**src/rtl/connect_four_pkg.sv**
```systemverilog
// Shared definitions for the connect-four piece dropper.
//   NUM_ROWS / NUM_COLS : board geometry (row 0 = bottom, column 0 = rightmost bit)
//   state_e             : dropper FSM states
//   player_e            : side to move
//   is_onehot           : true when exactly one column bit is set
//   onehot_to_idx       : column index of a one-hot column vector
package connect_four_pkg;

    localparam int NUM_ROWS = 6;
    localparam int NUM_COLS = 7;

    typedef enum logic [1:0] {
        ST_IDLE   = 2'd0,
        ST_DROP   = 2'd1,
        ST_COMMIT = 2'd2
    } state_e;

    typedef enum logic {
        PLAYER_RED   = 1'b0,
        PLAYER_GREEN = 1'b1
    } player_e;

    function automatic logic is_onehot(input logic [NUM_COLS-1:0] v);
        return (v != '0) && ((v & (v - 7'd1)) == '0);
    endfunction

    function automatic logic [2:0] onehot_to_idx(input logic [NUM_COLS-1:0] v);
        logic [2:0] idx;
        idx = '0;
        for (int i = 0; i < NUM_COLS; i++) begin
            if (v[i]) idx = 3'(i);
        end
        return idx;
    endfunction

endpackage

```
**src/rtl/drop_timer.sv**
```systemverilog
// Per-row dwell counter for the falling piece.
//   clk      : clock
//   reset    : asynchronous active-high reset, count -> 0
//   clear    : synchronous clear, count -> 0
//   enable   : advance the count; wraps to 0 after DROP_TICKS-1
//   terminal : high while the count sits on its last value (DROP_TICKS-1)
module drop_timer #(
    parameter int DROP_TICKS = 4
) (
    input  logic clk,
    input  logic reset,
    input  logic clear,
    input  logic enable,
    output logic terminal
);

    localparam int              CNT_W = (DROP_TICKS > 1) ? $clog2(DROP_TICKS) : 1;
    localparam logic [CNT_W-1:0] LAST = CNT_W'(DROP_TICKS - 1);

    logic [CNT_W-1:0] cnt_q, cnt_d;

    assign terminal = (cnt_q == LAST);

    always_comb begin
        cnt_d = cnt_q;
        if (clear) begin
            cnt_d = '0;
        end else if (enable) begin
            cnt_d = terminal ? '0 : cnt_q + CNT_W'(1);
        end
    end

    always_ff @(posedge clk or posedge reset) begin
        if (reset) begin
            cnt_q <= '0;
        end else begin
            cnt_q <= cnt_d;
        end
    end

endmodule

```
**src/rtl/piece_dropper.sv**
```systemverilog
// Connect-four piece dropper: accepts a column request, animates the piece
// falling from the top row down to the column's stack height, then commits
// it into the mover's plane and hands the turn to the other player.
//   clk, reset     : clock, asynchronous active-high reset
//   enter          : one-cycle drop request for column_select
//   column_select  : one-hot column (bit 0 = column 0)
//   red_board      : committed red cells plus falling red piece, [row][col]
//   green_board    : same for green
//   player         : side to move (0 red, 1 green)
//   busy           : drop in progress
//   placed         : one-cycle pulse while the piece commits
//   rejected       : one-cycle pulse the cycle after a refused enter
//   column_full    : per-column full flags
//   board_full     : all 42 cells occupied
module piece_dropper
    import connect_four_pkg::*;
#(
    parameter int DROP_TICKS = 4
) (
    input  logic                               clk,
    input  logic                               reset,
    input  logic                               enter,
    input  logic [NUM_COLS-1:0]                column_select,
    output logic [NUM_ROWS-1:0][NUM_COLS-1:0]  red_board,
    output logic [NUM_ROWS-1:0][NUM_COLS-1:0]  green_board,
    output logic                               player,
    output logic                               busy,
    output logic                               placed,
    output logic                               rejected,
    output logic [NUM_COLS-1:0]                column_full,
    output logic                               board_full
);

    localparam logic [2:0] TOP_ROW = 3'(NUM_ROWS - 1);
    localparam logic [2:0] FULL_H  = 3'(NUM_ROWS);

    state_e                            state_q, state_d;
    player_e                           player_q, player_d;
    logic [2:0]                        col_q, col_d;
    logic [2:0]                        target_q, target_d;
    logic [2:0]                        fall_row_q, fall_row_d;
    logic [NUM_ROWS-1:0][NUM_COLS-1:0] red_q, red_d;
    logic [NUM_ROWS-1:0][NUM_COLS-1:0] green_q, green_d;
    logic [NUM_COLS-1:0][2:0]          height_q, height_d;
    logic                              placed_q, placed_d;
    logic                              rejected_q, rejected_d;

    logic                              tick_clear, tick_enable, tick_terminal;
    logic [2:0]                        sel_idx;
    logic                              sel_ok;
    logic [NUM_ROWS-1:0][NUM_COLS-1:0] falling;

    drop_timer #(
        .DROP_TICKS (DROP_TICKS)
    ) u_drop_timer (
        .clk      (clk),
        .reset    (reset),
        .clear    (tick_clear),
        .enable   (tick_enable),
        .terminal (tick_terminal)
    );

    always_comb begin
        for (int c = 0; c < NUM_COLS; c++) begin
            column_full[c] = (height_q[c] == FULL_H);
        end
    end

    assign board_full = &column_full;

    assign sel_idx = onehot_to_idx(column_select);
    assign sel_ok  = is_onehot(column_select) && ((column_select & column_full) == '0)
                     && !board_full;

    // The in-flight piece is overlaid on the mover's plane only; it is never
    // stored until COMMIT, so a reset simply makes it vanish.
    always_comb begin
        falling = '0;
        if (state_q != ST_IDLE) begin
            falling[fall_row_q][col_q] = 1'b1;
        end
    end

    assign red_board   = red_q   | ((player_q == PLAYER_RED)   ? falling : '0);
    assign green_board = green_q | ((player_q == PLAYER_GREEN) ? falling : '0);
    assign player      = player_q;
    assign busy        = (state_q != ST_IDLE);
    assign placed      = placed_q;
    assign rejected    = rejected_q;

    always_comb begin
        state_d     = state_q;
        player_d    = player_q;
        col_d       = col_q;
        target_d    = target_q;
        fall_row_d  = fall_row_q;
        red_d       = red_q;
        green_d     = green_q;
        height_d    = height_q;
        placed_d    = 1'b0;
        rejected_d  = 1'b0;
        tick_clear  = 1'b1;
        tick_enable = 1'b0;

        case (state_q)
            ST_IDLE: begin
                if (enter) begin
                    if (sel_ok) begin
                        col_d      = sel_idx;
                        target_d   = height_q[sel_idx];
                        fall_row_d = TOP_ROW;
                        state_d    = ST_DROP;
                    end else begin
                        rejected_d = 1'b1;
                    end
                end
            end
            ST_DROP: begin
                tick_clear  = 1'b0;
                tick_enable = 1'b1;
                rejected_d  = enter;
                if (tick_terminal) begin
                    if (fall_row_q == target_q) begin
                        state_d  = ST_COMMIT;
                        // Raised on entry so the registered pulse lines up
                        // with the single COMMIT cycle.
                        placed_d = 1'b1;
                    end else begin
                        fall_row_d = fall_row_q - 3'd1;
                    end
                end
            end
            ST_COMMIT: begin
                rejected_d = enter;
                if (player_q == PLAYER_RED) begin
                    red_d[fall_row_q][col_q] = 1'b1;
                end else begin
                    green_d[fall_row_q][col_q] = 1'b1;
                end
                height_d[col_q] = height_q[col_q] + 3'd1;
                player_d   = (player_q == PLAYER_RED) ? PLAYER_GREEN : PLAYER_RED;
                fall_row_d = TOP_ROW;
                state_d    = ST_IDLE;
            end
            default: begin
                state_d = ST_IDLE;
            end
        endcase
    end

    always_ff @(posedge clk or posedge reset) begin
        if (reset) begin
            state_q    <= ST_IDLE;
            player_q   <= PLAYER_RED;
            col_q      <= '0;
            target_q   <= '0;
            fall_row_q <= TOP_ROW;
            red_q      <= '0;
            green_q    <= '0;
            height_q   <= '0;
            placed_q   <= 1'b0;
            rejected_q <= 1'b0;
        end else begin
            state_q    <= state_d;
            player_q   <= player_d;
            col_q      <= col_d;
            target_q   <= target_d;
            fall_row_q <= fall_row_d;
            red_q      <= red_d;
            green_q    <= green_d;
            height_q   <= height_d;
            placed_q   <= placed_d;
            rejected_q <= rejected_d;
        end
    end

endmodule

```
**config.mk**
```make
export PLATFORM = sky130hd
export DESIGN_NAME = piece_dropper
export DESIGN_NICKNAME = d
export VERILOG_FILES = /design/src/rtl/connect_four_pkg.sv /design/src/rtl/drop_timer.sv /design/src/rtl/piece_dropper.sv
export SDC_FILE = /design/constraint.sdc
export NUM_CORES = 1
export LEC_CHECK = 0
export BUFFER_PORTS_ARGS = -buffer_cell sky130_fd_sc_hd__buf_4
export CAP_MARGIN = 30
export CORE_AREA = 2 2 186 115
export CTS_BUF_LIST = sky130_fd_sc_hd__clkbuf_4
export DETAILED_ROUTE_END_ITERATION = 10
export DIE_AREA = 0 0 188 117
export MAX_ROUTING_LAYER = met4
export PLACE_DENSITY = 0.53
export RECOVER_POWER = 50
export SYNTH_ARGS = -nofsm -noshare
export SYNTH_HDL_FRONTEND = slang
export SYNTH_SLANG_ARGS = --single-unit
```
**constraint.sdc**
```tcl
create_clock -name clk -period 9.3 [get_ports clk]
set_input_delay 0.93 -clock clk [delete_from_list [all_inputs] [get_ports clk]]
set_output_delay 0.93 -clock clk [all_outputs]
set_load 0.01 [all_outputs]
```
==> flow_summary.yaml <==
status:
  outcome: "finished with violations"
  violations: "max-capacitance violations, max-slew violations"
yosys:
  synth_most_common_cell: "dfrtp_1"
  ys_async_sr_fraction: 1.00
  synth_compound_area_frac: 0.279
  synthTopCellsByCount: "dfrtp_1, o21bai_1, a21o_1, nand2_1, nor2_1"
  synth_ff_type: "dfrtp_1"
  synth-seq-cells: 121
  syn_nets: 584
  synth_area_leaders: "dfrtp_1, o21bai_1, a21o_1"
  synth_area_um2: 6000
  synth_top_family_by_area: "compound AO/OA/AOI/OAI gates"
  yosysWarnings: 0
  netlist.area_leader.share: 0.497
  synthAdderAreaFrac: 0.0146
  synth.area.mux_share: 0.0517
  synth-edff-count: 0
  synth_seq_area_share: 0.505
  synth_largest_area_cell: "dfrtp_1"
  ys_types: 57
  avgSynthCellArea_um2: 10.6
  synth_xor_area_frac: 0.00876
  yosys.area_share.simple: 0.111
  syn_inst: 567
pwr:
  powerDensity_nw_per_um2: 183
  p_leak_nw: 3.90
  p_switching_w: 0.000454
  p_sw_frac: 0.336
  irDropWorstVdd_uv: 95.0
  internal-power_w: 0.000898
  seqPwrFrac: 0.458
  comb_power_share: 0.239
  power_frac_clock: 0.304
worst_setup_path:
  critPathLaunch: "col_q[2]"
  crit_type: "register to output port"
  ff2ff_path_depth: 7
  cp.required_ns: 8.37
  worstSetupStartpointType: "register"
  arrival_ns: 2.81
  end_kind: "output port"
  cp_max_fo: 11
  reg2reg_from: "col_q[1]"
placement:
  gp_congestion: 0.863
  place_hpwl_um: 12900
  port_buffers: 105
  placed_cells: 933
  place_area_um2: 7160
timing:
  fmax_mhz: 267
  setup_violations: 0
  hold_violations: 0
  clock_skew_ns: 0.0238
  timing.final.crit_share: 0.402
  min_period_ns: 3.74
  maxSlewViolCount: 71
  slew_headroom: -0.233
  setup_tns_ns: 0
  worst_pin_slew_ns: 1.84
  rsz0062_at_grt: "false"
clock_network:
  cts_tree: "built"
  clockBufferDepth: 2
  cts_sinks: 121
  cts_setup_buffers: 0
  cts_inserted_buffers: 17
  path_clk_slew_ns: 0.11
  cts-resized-gates: 0
  clk_latency_ns: 0.51
  hold_buffers: 0
  cts-root-buf: "clkbuf_4"
  ctsHtreeMaxLevel: 4
floorplan:
  row_count: 41
  dieArea_um2: 22000
  core_area_um2: 20500
  die_h_um: 117
  start_util: 0.293
  fp.dieW_um: 188
  pin_count: 106
detailed_routing:
  wl_per_cell_um: 19.0
  dr_total_vias: 4821
  drt_iter0_drc: 352
  final_antenna_net_count: 0
  drc: 0
  first_pass_iters: 5
  avgViaCountPerCell: 5.01
  wl_um: 18200
flow_run:
  maxCapViolCount: 2
final_layout:
  instances_no_fill: 962
  diodes: 0
  nNetsFinal: 690
  layout-drive-gt1-share: 0.246
  stdcell_area_um2: 7400
  nFillCells: 2067
  regArea_um2: 3030
  area_growth_pct: 23.5
  multiInputGateArea_um2: 2780
min_path:
  hold_class: "register to register"
  hp-start: "u_drop_timer.cnt_q[0]"
  hold_depth: 1
global_route:
  grt_max_degree: 72
  grt_pass1_wl_um: 28600
  overflow: 0
  antenna_found_initial: 0
  grt_pass1_vias: 4843
  track_usage: 0.176
## cell families after synthesis
family,after synthesis
compound gates,226
fa+ha+maj,7
mux,27
buf+inv,44
simple gates,136
xor+xnor,6
flops,121
## power by group through the flow
stage / registers, W / clock network (W) / logic [W]
5_1_grt: 0.000626 / 0.000447 / 0.000352
3_3_place_gp: 0.000625 / 0 / 0.000310
4_1_cts: 0.000618 / 0.000422 / 0.000330
2_1_floorplan: 0.000598 / 0 / 0.000212
6_report: 0.000618 / 0.000411 / 0.000323
3_5_place_dp: 0.000628 / 0 / 0.000328
## worst paths after layout
check	endpoint	slack, ns
max in group asynchronous	red_q[16]	6.77
worst min register to register	u_drop_timer.cnt_q[0]	0.46
worst max-delay path	red_board[11]	5.56
worst min-delay path	u_drop_timer.cnt_q[0]	0.46
min in group asynchronous	green_q[36]	0.86
worst max register to register	height_q[2]	6.21
## critical path, stage by stage, from the launching register on
cell and delay, ns:
dfrtp_1 0.58, inv_1 0.25, nor3_1 0.68, buf_6 0.25, nand2_1 0.11, o21bai_1 0.26, buf_4 0.16
## metrics by stage
stage | utilization | hold WS (ns) | total power (W) | setup slack (ns)
after global routing | 0.362 | 0.479 | 0.00142 | 5.43
final | 0.362 | 0.458 | 0.00135 | 5.56
after CTS | 0.364 | 0.445 | 0.00137 | 5.62
after detailed placement | 0.350 | 0.446 | 0.000956 | 6.21
after global placement | 0.344 | 0.422 | 0.000935 | 5.85
after floorplan | - | 0.408 | 0.000810 | 5.16
## flip-flops by register name, summed over array words and instances (netlist names), 2 cells and up
| name | cells |
|---|---|
| state_q | 2 |
| height_q | 21 |
| red_q | 42 |
| u_drop_timer.cnt_q | 2 |
| green_q | 42 |
| fall_row_q | 3 |
| target_q | 3 |
| col_q | 3 |
## layout make-up
type                    instances  share of cell area
repair buffers                116               0.120
inverters                      15             0.00777
clock buffers                  19              0.0193
flip-flops and latches        121               0.409
multi-input cells             402               0.376
clock inverters                10              0.0208
well taps                     279              0.0472
## routing by layer
metal,part of all wire,global-route usage,up-vias,wire length [µm]
met5,0,-,-,0
met4,0.0076,0.0436,0,139
met3,0.057,0.0400,13,1040
met2,0.42,0.246,151,7720
met1,0.51,0.256,2419,9340
li1,-,-,2238,-
## cells in the final DEF (no fill, tap or decap), drive strengths merged, types with 3 or more instances in the layout
cell      n
o21bai  113
inv      14
nand3     6
clkbuf   26
and3b     8
mux2     23
nand2b    6
nor2b     9
nand2    57
or3       3
a21oi     9
a22oi     5
clkinv    5
xnor2     4
o22ai     3
mux2i     4
and2      8
o21ai    13
and3      3
o31ai     3
ha        7
dfrtp   119
bufinv    4
nor2     23
buf     109
nor3      8
a21o     57
a31oi     3
Note: power is estimated with default switching activity, not from simulation.
